<file path="config.mk">
export PLATFORM = sky130hd
export DESIGN_NAME = gf_muldiv_arbiter
export DESIGN_NICKNAME = d
export VERILOG_FILES = /design/src/rtl/GF_Divider.sv /design/src/rtl/GF_Multiplier.sv /design/src/rtl/gf_muldiv_arbiter.sv
export SDC_FILE = /design/constraint.sdc
export NUM_CORES = 1
export LEC_CHECK = 0
export ABC_AREA = 0
export ABC_CLOCK_PERIOD_IN_PS = 13000
export CAP_MARGIN = 25
export CORE_MARGIN = 3
export CORE_UTILIZATION = 45
export CTS_BUF_LIST = sky130_fd_sc_hd__clkbuf_4 sky130_fd_sc_hd__clkbuf_8 sky130_fd_sc_hd__clkbuf_16
export DETAILED_ROUTE_END_ITERATION = 7
export GPL_TIMING_DRIVEN = 0
export PLACE_DENSITY = 0.68
export SYNTH_ARGS = -nofsm -noshare
export SYNTH_HDL_FRONTEND = slang
export SYNTH_SLANG_ARGS = --single-unit
</file>
<file path="constraint.sdc">
create_clock -name clk -period 13 [get_ports clk]
set_input_delay 1.95 -clock clk [delete_from_list [all_inputs] [get_ports clk]]
set_output_delay 1.95 -clock clk [all_outputs]
set_load 0.01 [all_outputs]
</file>
<file path="src/rtl/GF_Divider.sv">
// GF_Divider -- combinational GF(2^W) divider.
//   a, b        : field elements (W bits), computes a / b
//   q           : quotient; 0 when b == 0
//   div_by_zero : high when b == 0
// Expects `SYMBOL_WIDTH and `GF_POLY from symbols.v. The fallbacks match
// GF_Multiplier.
`ifndef SYMBOL_WIDTH
  `define SYMBOL_WIDTH 4
`endif
`ifndef GF_POLY
  `define GF_POLY 4'b0011
`endif

module GF_Divider (
  input  logic [`SYMBOL_WIDTH-1:0] a,
  input  logic [`SYMBOL_WIDTH-1:0] b,
  output logic [`SYMBOL_WIDTH-1:0] q,
  output logic                     div_by_zero
);
  localparam int unsigned W = `SYMBOL_WIDTH;
  localparam logic [W-1:0] POLY = `GF_POLY;

  function automatic logic [W-1:0] gf_mul(input logic [W-1:0] x, input logic [W-1:0] y);
    logic [W-1:0] acc;
    acc = '0;
    for (int unsigned i = W; i > 0; i--) begin
      acc = {acc[W-2:0], 1'b0} ^ (acc[W-1] ? POLY : '0) ^ (y[i-1] ? x : '0);
    end
    return acc;
  endfunction

  // b^-1 = b^(2^W - 2) = b^2 * b^4 * ... * b^(2^(W-1)), built by repeated squaring
  function automatic logic [W-1:0] gf_inv(input logic [W-1:0] x);
    logic [W-1:0] sq;
    logic [W-1:0] inv;
    sq  = x;
    inv = W'(1);
    for (int unsigned k = 1; k < W; k++) begin
      sq  = gf_mul(sq, sq);
      inv = gf_mul(inv, sq);
    end
    return inv;
  endfunction

  assign div_by_zero = (b == '0);
  assign q           = div_by_zero ? '0 : gf_mul(a, gf_inv(b));
endmodule

</file>
<file path="src/rtl/GF_Multiplier.sv">
// GF_Multiplier -- combinational GF(2^W) multiplier.
//   a, b : field elements (W bits)
//   p    : a * b reduced by the field's primitive polynomial
// Expects `SYMBOL_WIDTH, `N and `GF_POLY from symbols.v. The fallback values
// describe GF(16) with x^4 + x + 1. `GF_POLY holds the polynomial without
// its leading x^W term.
`ifndef SYMBOL_WIDTH
  `define SYMBOL_WIDTH 4
`endif
`ifndef N
  `define N 15
`endif
`ifndef GF_POLY
  `define GF_POLY 4'b0011
`endif

module GF_Multiplier (
  input  logic [`SYMBOL_WIDTH-1:0] a,
  input  logic [`SYMBOL_WIDTH-1:0] b,
  output logic [`SYMBOL_WIDTH-1:0] p
);
  localparam int unsigned W = `SYMBOL_WIDTH;
  localparam logic [W-1:0] POLY = `GF_POLY;

  // Horner-style shift-and-add, MSB of y first, reducing on every shift
  function automatic logic [W-1:0] gf_mul(input logic [W-1:0] x, input logic [W-1:0] y);
    logic [W-1:0] acc;
    acc = '0;
    for (int unsigned i = W; i > 0; i--) begin
      acc = {acc[W-2:0], 1'b0} ^ (acc[W-1] ? POLY : '0) ^ (y[i-1] ? x : '0);
    end
    return acc;
  endfunction

  assign p = gf_mul(a, b);
endmodule

</file>
<file path="src/rtl/gf_muldiv_arbiter.sv">
// gf_muldiv_arbiter -- two-requester front end sharing one GF multiplier and
// one GF divider.
//   clk, reset           : single clock, synchronous active-high reset
//   req_valid/req_ready  : per-requester request handshake (bit i = requester i)
//   req_op0/1            : 0 = multiply, 1 = divide
//   req_a0/b0, req_a1/b1 : operands; divide computes a / b
//   resp_valid/resp_ready: per-requester result handshake
//   resp_data, resp_err  : shared result and divide-by-zero flag, qualified by resp_valid
//   busy                 : high whenever the FSM is not in IDLE
// Widths come from `SYMBOL_WIDTH in symbols.v.
// Optional macro GF_ARB_ROUND_ROBIN_EN: round-robin arbitration between the two
// requesters. When undefined, requester 0 has fixed priority.
`ifndef SYMBOL_WIDTH
  `define SYMBOL_WIDTH 4
`endif

module gf_muldiv_arbiter (
  input  logic                     clk,
  input  logic                     reset,
  input  logic [1:0]               req_valid,
  output logic [1:0]               req_ready,
  input  logic                     req_op0,
  input  logic                     req_op1,
  input  logic [`SYMBOL_WIDTH-1:0] req_a0,
  input  logic [`SYMBOL_WIDTH-1:0] req_b0,
  input  logic [`SYMBOL_WIDTH-1:0] req_a1,
  input  logic [`SYMBOL_WIDTH-1:0] req_b1,
  output logic [1:0]               resp_valid,
  input  logic [1:0]               resp_ready,
  output logic [`SYMBOL_WIDTH-1:0] resp_data,
  output logic                     resp_err,
  output logic                     busy
);
  localparam int unsigned W = `SYMBOL_WIDTH;

  typedef enum logic [1:0] {IDLE, EXEC, RESP} state_t;

  state_t         state;
  logic           grant;
  logic           pick;
  logic           cap_op;
  logic [W-1:0]   cap_a;
  logic [W-1:0]   cap_b;
  logic [W-1:0]   mul_p;
  logic [W-1:0]   div_q;
  logic           div_dbz;

`ifdef GF_ARB_ROUND_ROBIN_EN
  logic           last_grant;
`endif

  GF_Multiplier u_mul (
    .a (cap_a),
    .b (cap_b),
    .p (mul_p)
  );

  GF_Divider u_div (
    .a           (cap_a),
    .b           (cap_b),
    .q           (div_q),
    .div_by_zero (div_dbz)
  );

  // Only contention needs a policy; a lone requester always wins
  always_comb begin
`ifdef GF_ARB_ROUND_ROBIN_EN
    pick = (req_valid == 2'b11) ? ~last_grant : ~req_valid[0];
`else
    pick = ~req_valid[0];
`endif
  end

  always_comb begin
    req_ready = '0;
    if (state == IDLE && req_valid != 2'b00) begin
      req_ready[pick] = 1'b1;
    end
  end

  always_ff @(posedge clk) begin
    if (reset) begin
      state      <= IDLE;
      grant      <= 1'b0;
      cap_op     <= 1'b0;
      cap_a      <= '0;
      cap_b      <= '0;
      resp_valid <= '0;
      resp_data  <= '0;
      resp_err   <= 1'b0;
      busy       <= 1'b0;
`ifdef GF_ARB_ROUND_ROBIN_EN
      last_grant <= 1'b1;
`endif
    end else begin
      case (state)
        IDLE: begin
          if (req_valid != 2'b00) begin
            grant  <= pick;
            cap_op <= pick ? req_op1 : req_op0;
            cap_a  <= pick ? req_a1  : req_a0;
            cap_b  <= pick ? req_b1  : req_b0;
            busy   <= 1'b1;
            state  <= EXEC;
          end
        end
        EXEC: begin
          resp_data  <= cap_op ? div_q : mul_p;
          resp_err   <= cap_op & div_dbz;
          resp_valid <= grant ? 2'b10 : 2'b01;
          state      <= RESP;
        end
        RESP: begin
          // The handshake cycle returns to IDLE without accepting; the next
          // request is taken one cycle later, giving a 3-cycle op period
          if (resp_ready[grant]) begin
            resp_valid <= '0;
            busy       <= 1'b0;
            state      <= IDLE;
`ifdef GF_ARB_ROUND_ROBIN_EN
            last_grant <= grant;
`endif
          end
        end
        default: begin
          resp_valid <= '0;
          busy       <= 1'b0;
          state      <= IDLE;
        end
      endcase
    end
  end
endmodule

</file>
======== Word-level counts from Yosys, hierarchy flattened ========
Index checks and enable logic that the tools add are counted.
word-level totals
  register bits ........................... 20
  input bits .............................. 24
  output and inout port bits .............. 10
  word-level logic and storage cells ...... 151
cells by class
  order comparisons ....................... 3
  equal/unequal tests ..................... 4
  mux-type cells .......................... 74
  bitwise operators ....................... 52
  reduce and logical (&&, ||, !) cells .... 9
operators with widths
  cell                                                       number
  bitwise XOR 4 bit                                          47
  two-way mux 4 bit                                          32
  two-way mux 2 bit                                          28
  case mux 2 bit (3 select lines)                            2
  two-way mux 1 bit                                          10
  AND reduction 2 bit                                        3
  zero test 4 bit                                            1
  < comparator 1 x 2 -> 1 bit (second input constant)        2
  bitwise XOR 4 x 2 -> 4 bit                                 1
  inverter 1 bit                                             3
  case mux 1 bit (3 select lines)                            1
  AND reduction 3 bit                                        1
  equality test 2 x 1 -> 1 bit (second input constant)       1
  equality test 2 bit (second input constant)                1
  logical AND 1 bit                                          2
  zero test 2 bit                                            1
  inequality test 2 x 1 -> 1 bit (second input constant)     1
  inequality test 2 bit (second input constant)              1
  nonzero test 2 bit                                         1
  bitwise AND 1 bit                                          1
  demux 1 bit (select 1 bit)                                 1
  greater-or-equal comparator 1 bit (second input constant)  1

======== Depth between registers and ports, before layout ========
  depth in word-level cells ............... 52
  mapped depth ............................ 17
  mapped depth without buffers ............ 14

======== By module ========
A second synthesis with hierarchy kept.
second synthesis, totals
  cells, all modules ...................... 239
  area, all modules ....................... 2077.0 µm²
modules (own cells, without submodules)
  module             instances  cells an instance  area each (µm²)  seq. area each (µm²)
  GF_Divider         1          126                983.4            0.0
  gf_muldiv_arbiter  1          84                 874.6            400.4
  GF_Multiplier      1          29                 219.0            0.0

======== Least setup slack after synthesis ========
Ideal clock, no wire load.
  path kind ............................... input to output
  start ................................... input port req_valid[1]
  end ..................................... output port req_ready[1]
  arrival time ............................ 2.643 ns
  data required time ...................... 11.050 ns
  setup slack ............................. 8.407 ns
  stages .................................. 3
  path buffers ............................ 1
  cells stage by stage .................... o21ai_0 -> clkbuf_1 -> nor2_1
on the way
  word-level cells in the longest chain between the ends .. 3
ends and longest elaborated chain
  element             line                     text
  from (decl)         gf_muldiv_arbiter.sv:20  input logic [1:0] req_valid,
  nonzero test 2 bit  gf_muldiv_arbiter.sv:76  if (state == IDLE && req_valid != 2'b00) begin
  logical AND 1 bit   gf_muldiv_arbiter.sv:76
  two-way mux 2 bit   gf_muldiv_arbiter.sv:76
  to (decl)           gf_muldiv_arbiter.sv:21  output logic [1:0] req_ready,
No other way between the ends.

======== Worst setup path in the final report ========
  start ................................... input port req_valid[0]
  end ..................................... output port req_ready[1]
on the way
  word-level cells in the longest chain between the ends .. 6
  elaborated cells between the ends (all ways) .. 9
  classes of those cells .................. order compare (2); mux (3); bitwise (1); reduce/logical (3)
ends and longest elaborated chain
  element                                                                                                        line                     text
  inverter 1 bit                                                                                                 gf_muldiv_arbiter.sv:70  pick = ~req_valid[0];
  < comparator 1 x 2 -> 1 bit (implied by the code) / greater-or-equal comparator 1 bit (equally long branches)  gf_muldiv_arbiter.sv:77  req_ready[pick] = 1'b1;
  logical AND 1 bit (implied by the code)                                                                        gf_muldiv_arbiter.sv:77
  two-way mux 1 bit (implied by the code)                                                                        gf_muldiv_arbiter.sv:77
  demux 1 bit (select 1 bit)                                                                                     gf_muldiv_arbiter.sv:77
  two-way mux 2 bit (*)                                                                                          gf_muldiv_arbiter.sv:76
Mark *: on every way between the ends. The rest lies on a longest branch, timed or not.

==> results.cfg <==
[clock_network]
htreeDepth = 1
clk_pin_slew_ns = 0.08
clk_path_buf_depth = 2
cts-root-buf = clkbuf_8
cts_buffers = 3
clock-sinks = 20
post_cts_buffers = 0
clk-insertion-delay-late_ns = 0.26
cts_tree = done
cts_resized = 0
postCtsHoldBufs = 0

[logic_synthesis]
syn-mean-instance-area_um2 = 7.50
ys.flop_type = dfxtp_1
synth.area.top_cells = dfxtp_1 17%, xnor2_1 9.4%, nand2_1 5.3%
async_flop_share = 0
synth.distinct_cells = 63
yosys.area_share.adder = 0.0324
syn_area_um2 = 2320
muxShareOfSynthArea = 0.0221
yosys.area_share.xor_xnor = 0.213
yosysTopAreaCell = dfxtp_1
ys_seq_area_frac = 0.173
syn_nets = 339
synth_warnings = 0
synth_edf_count = 0
yosys_register_bits = 20
synth_compound_area_frac = 0.193
synthSimpleGateAreaFrac = 0.309
synth_top_family_by_area = simple AND/OR/NAND/NOR gates
netlist_instances = 309
synth_top_area_frac = 0.173

[worst_setup_path]
crit_arrival_ns = 3.68
crit_fanout = 10
reg2reg_depth = 16
critPathMaxStageDelay_ns = 0.49
path_common_cell = clkdlybuf4s50_1
crit_required_ns = 11.05
path_class = input pin to output port
start_kind = input pin
endpoint_kind = output port
critical-path-slowest-cell = clkdlybuf4s50_1
path_cells = clkdlybuf4s50_1, o21ai_0, clkbuf_1, nor2_1, clkdlybuf4s50_1

[final_layout]
antennaDiodeCount = 0
final_cells = 413
area_delta_synth_final_pct = 21.0
drive_gt1_frac = 0.0694
final_core_util = 0.578
layout.nets = 377

[sta]
finalSetupViolations = 0
fmax_mhz = 178
whs_ns = 0.459
rsz0062_at_grt = false
fin_crit_ns = 5.63
min_period_over_period = 0.433
hold_viol_final = 0
worst_slew_pin_slew_ns = 0.644
finClkSkew_ns = 0.00209
maxSlewViolCount = 0
maxSlewHeadroom = 0.565
setup_tns_ns = 0

[grt]
grt_start_max_net_pins = 13
antenna_found_initial = 0
overflow = 0
grt_pass1_vias = 2170
gr-usage-all-layers = 0.197
grt_pass1_wl_um = 9880

[floorplan]
die_y_um = 77.8
core-area_um2 = 4850
dieWidth_um = 77.8
num_io_pins = 34
start_util = 0.478
die-area_um2 = 6050
fp-row-count = 25

[power_and_ir_drop]
peakVddDrop_mv = 0.0680
pwr_density_cell_nw_per_um2 = 129
switchingPower_uw = 150
pwr-share-seq = 0.197
swShare = 0.415
combinationalPowerShare = 0.627
total_power_uw = 361
power_leakage_nw = 1.06
intPower_uw = 211
pwr-share-clk = 0.176

[placed_design]
io_buffers = 33
hpwl_um = 4350
placedCellCount = 409
place.gp.congestion = 0.810

[routing]
vias_per_cell = 5.47
first_iter_violations = 208
routedWlPerCell_um = 13.5
ant_nets = 0
drc = 0
drt-total-wl_um = 5570
first_pass_iters = 4
num_vias = 2258

[min_path]
hold_path_class = flip-flop to flip-flop
hold_depth = 2

[run_status]
outcome = complete, no violations

[run]
max_cap_viol_count = 0
==> cell families after synthesis <==
| logic type | Yosys count |
|---|---|
| AOI/OAI and AO/OA | 63 |
| xor gates and xnor gates | 45 |
| adders and majority gates | 6 |
| buffers and inverters | 33 |
| DFF | 20 |
| muxes | 5 |
| and+or+nand+nor | 137 |
==> cells in the mapped netlist (3+ instances only) <==
cell type and count:
a21boi_0 3, a21oi_1 16, a221oi_1 9, and2_1 4, buf_2 3, clkbuf_1 18
dfxtp_1 20, ha_1 6, inv_1 10, mux2i_1 4, nand2_1 33, nand3_1 11
nor2_1 33, nor2b_1 5, nor3_1 13, nor3b_1 10, o211ai_1 3, o21ai_0 9
or3_1 3, or4_1 4, xnor2_1 25, xnor3_1 4, xor2_1 12
==> power groups by stage <==
stage               Sequential, mW  Clock, mW  Combinational, mW
floorplan                   0.0725          0              0.178
global placement            0.0724          0              0.223
detailed placement          0.0725          0              0.225
CTS                         0.0710     0.0647              0.227
global route                0.0720     0.0684              0.253
finish                      0.0710     0.0637              0.227
==> state kept, by name, indices dropped and copies added (netlist names) <==
name        flops
cap_b           4
cap_a           4
resp_valid      2
cap_op          1
state           2
resp_err        1
resp_data       4
grant           1
busy            1
==> final cells by class <==
class                   count  area [µm²]
flip-flops and latches     20         400
fillers                   476        2050
plain buffers              23        93.8
clock buffers               3        41.3
clock inverters             1        30.0
well taps                  67        83.8
inverters                  10        37.5
multi-input cells         256        1790
repair buffers             33         330
==> worst max-delay path, delay by kind of cell <==
kind,cells,cell delay [ns]
simple gates,1,0.08
compound gates,1,0.33
buf+inv,3,1.33
==> cell usage in the layout, fill, tap and decap left out, drive strengths merged, types with 2 or more instances in the layout <==
cell type,Yosys,routed
a211oi,2,2
xnor3,5,5
nand3,11,11
a22oi,2,2
nor3,14,14
xnor2,26,26
or4b,2,2
nand2,33,33
and3b,2,2
o22ai,2,2
and3,4,4
nor2b,5,5
o21ai,11,11
o211ai,3,3
nor4,2,2
mux2i,4,4
or2,2,2
nor2,33,33
ha,6,6
inv,10,10
dfxtp,20,20
nand2b,2,2
or4,5,5
nand4,2,2
buf,5,5
and2,4,4
a221oi,9,9
clkbuf,18,21
a21boi,3,3
xor2,13,13
or3,4,4
clkdlybuf4s50,0,33
a21oi,17,17
o21a,2,2
o221a,2,2
nor3b,10,10
==> final timing paths <==
path / start / endpoint / slack, ns
hold reg to reg: resp_err / resp_err / 0.46
setup reg to reg: cap_b[3] / resp_data[0] / 7.74
setup / recovery: req_valid[0] / req_ready[1] / 7.37
hold / removal: resp_err / resp_err / 0.46
==> layer usage <==
| metal | part of all wire | vias to the layer above | wire length, µm | GRT usage |
|---|---|---|---|---|
| met4 | 0.0083 | 0 | 46 | 0.0427 |
| li1 | - | 1167 | - | - |
| met5 | 0 | - | 0 | 0 |
| met3 | 0.049 | 5 | 275 | 0.0278 |
| met2 | 0.43 | 51 | 2420 | 0.311 |
| met1 | 0.51 | 1035 | 2830 | 0.283 |
==> through the flow <==
step / worst slack, ns / cell area [µm²]
final: 7.37 / 2800
after global routing: 7.24 / 2800
after CTS: 7.34 / 2800
after detailed placement: 7.36 / 2730
after global placement: 7.36 / 2730
after floorplan: 8.41 / 2320
No activity file was read; power rests on OpenSTA's default activity.
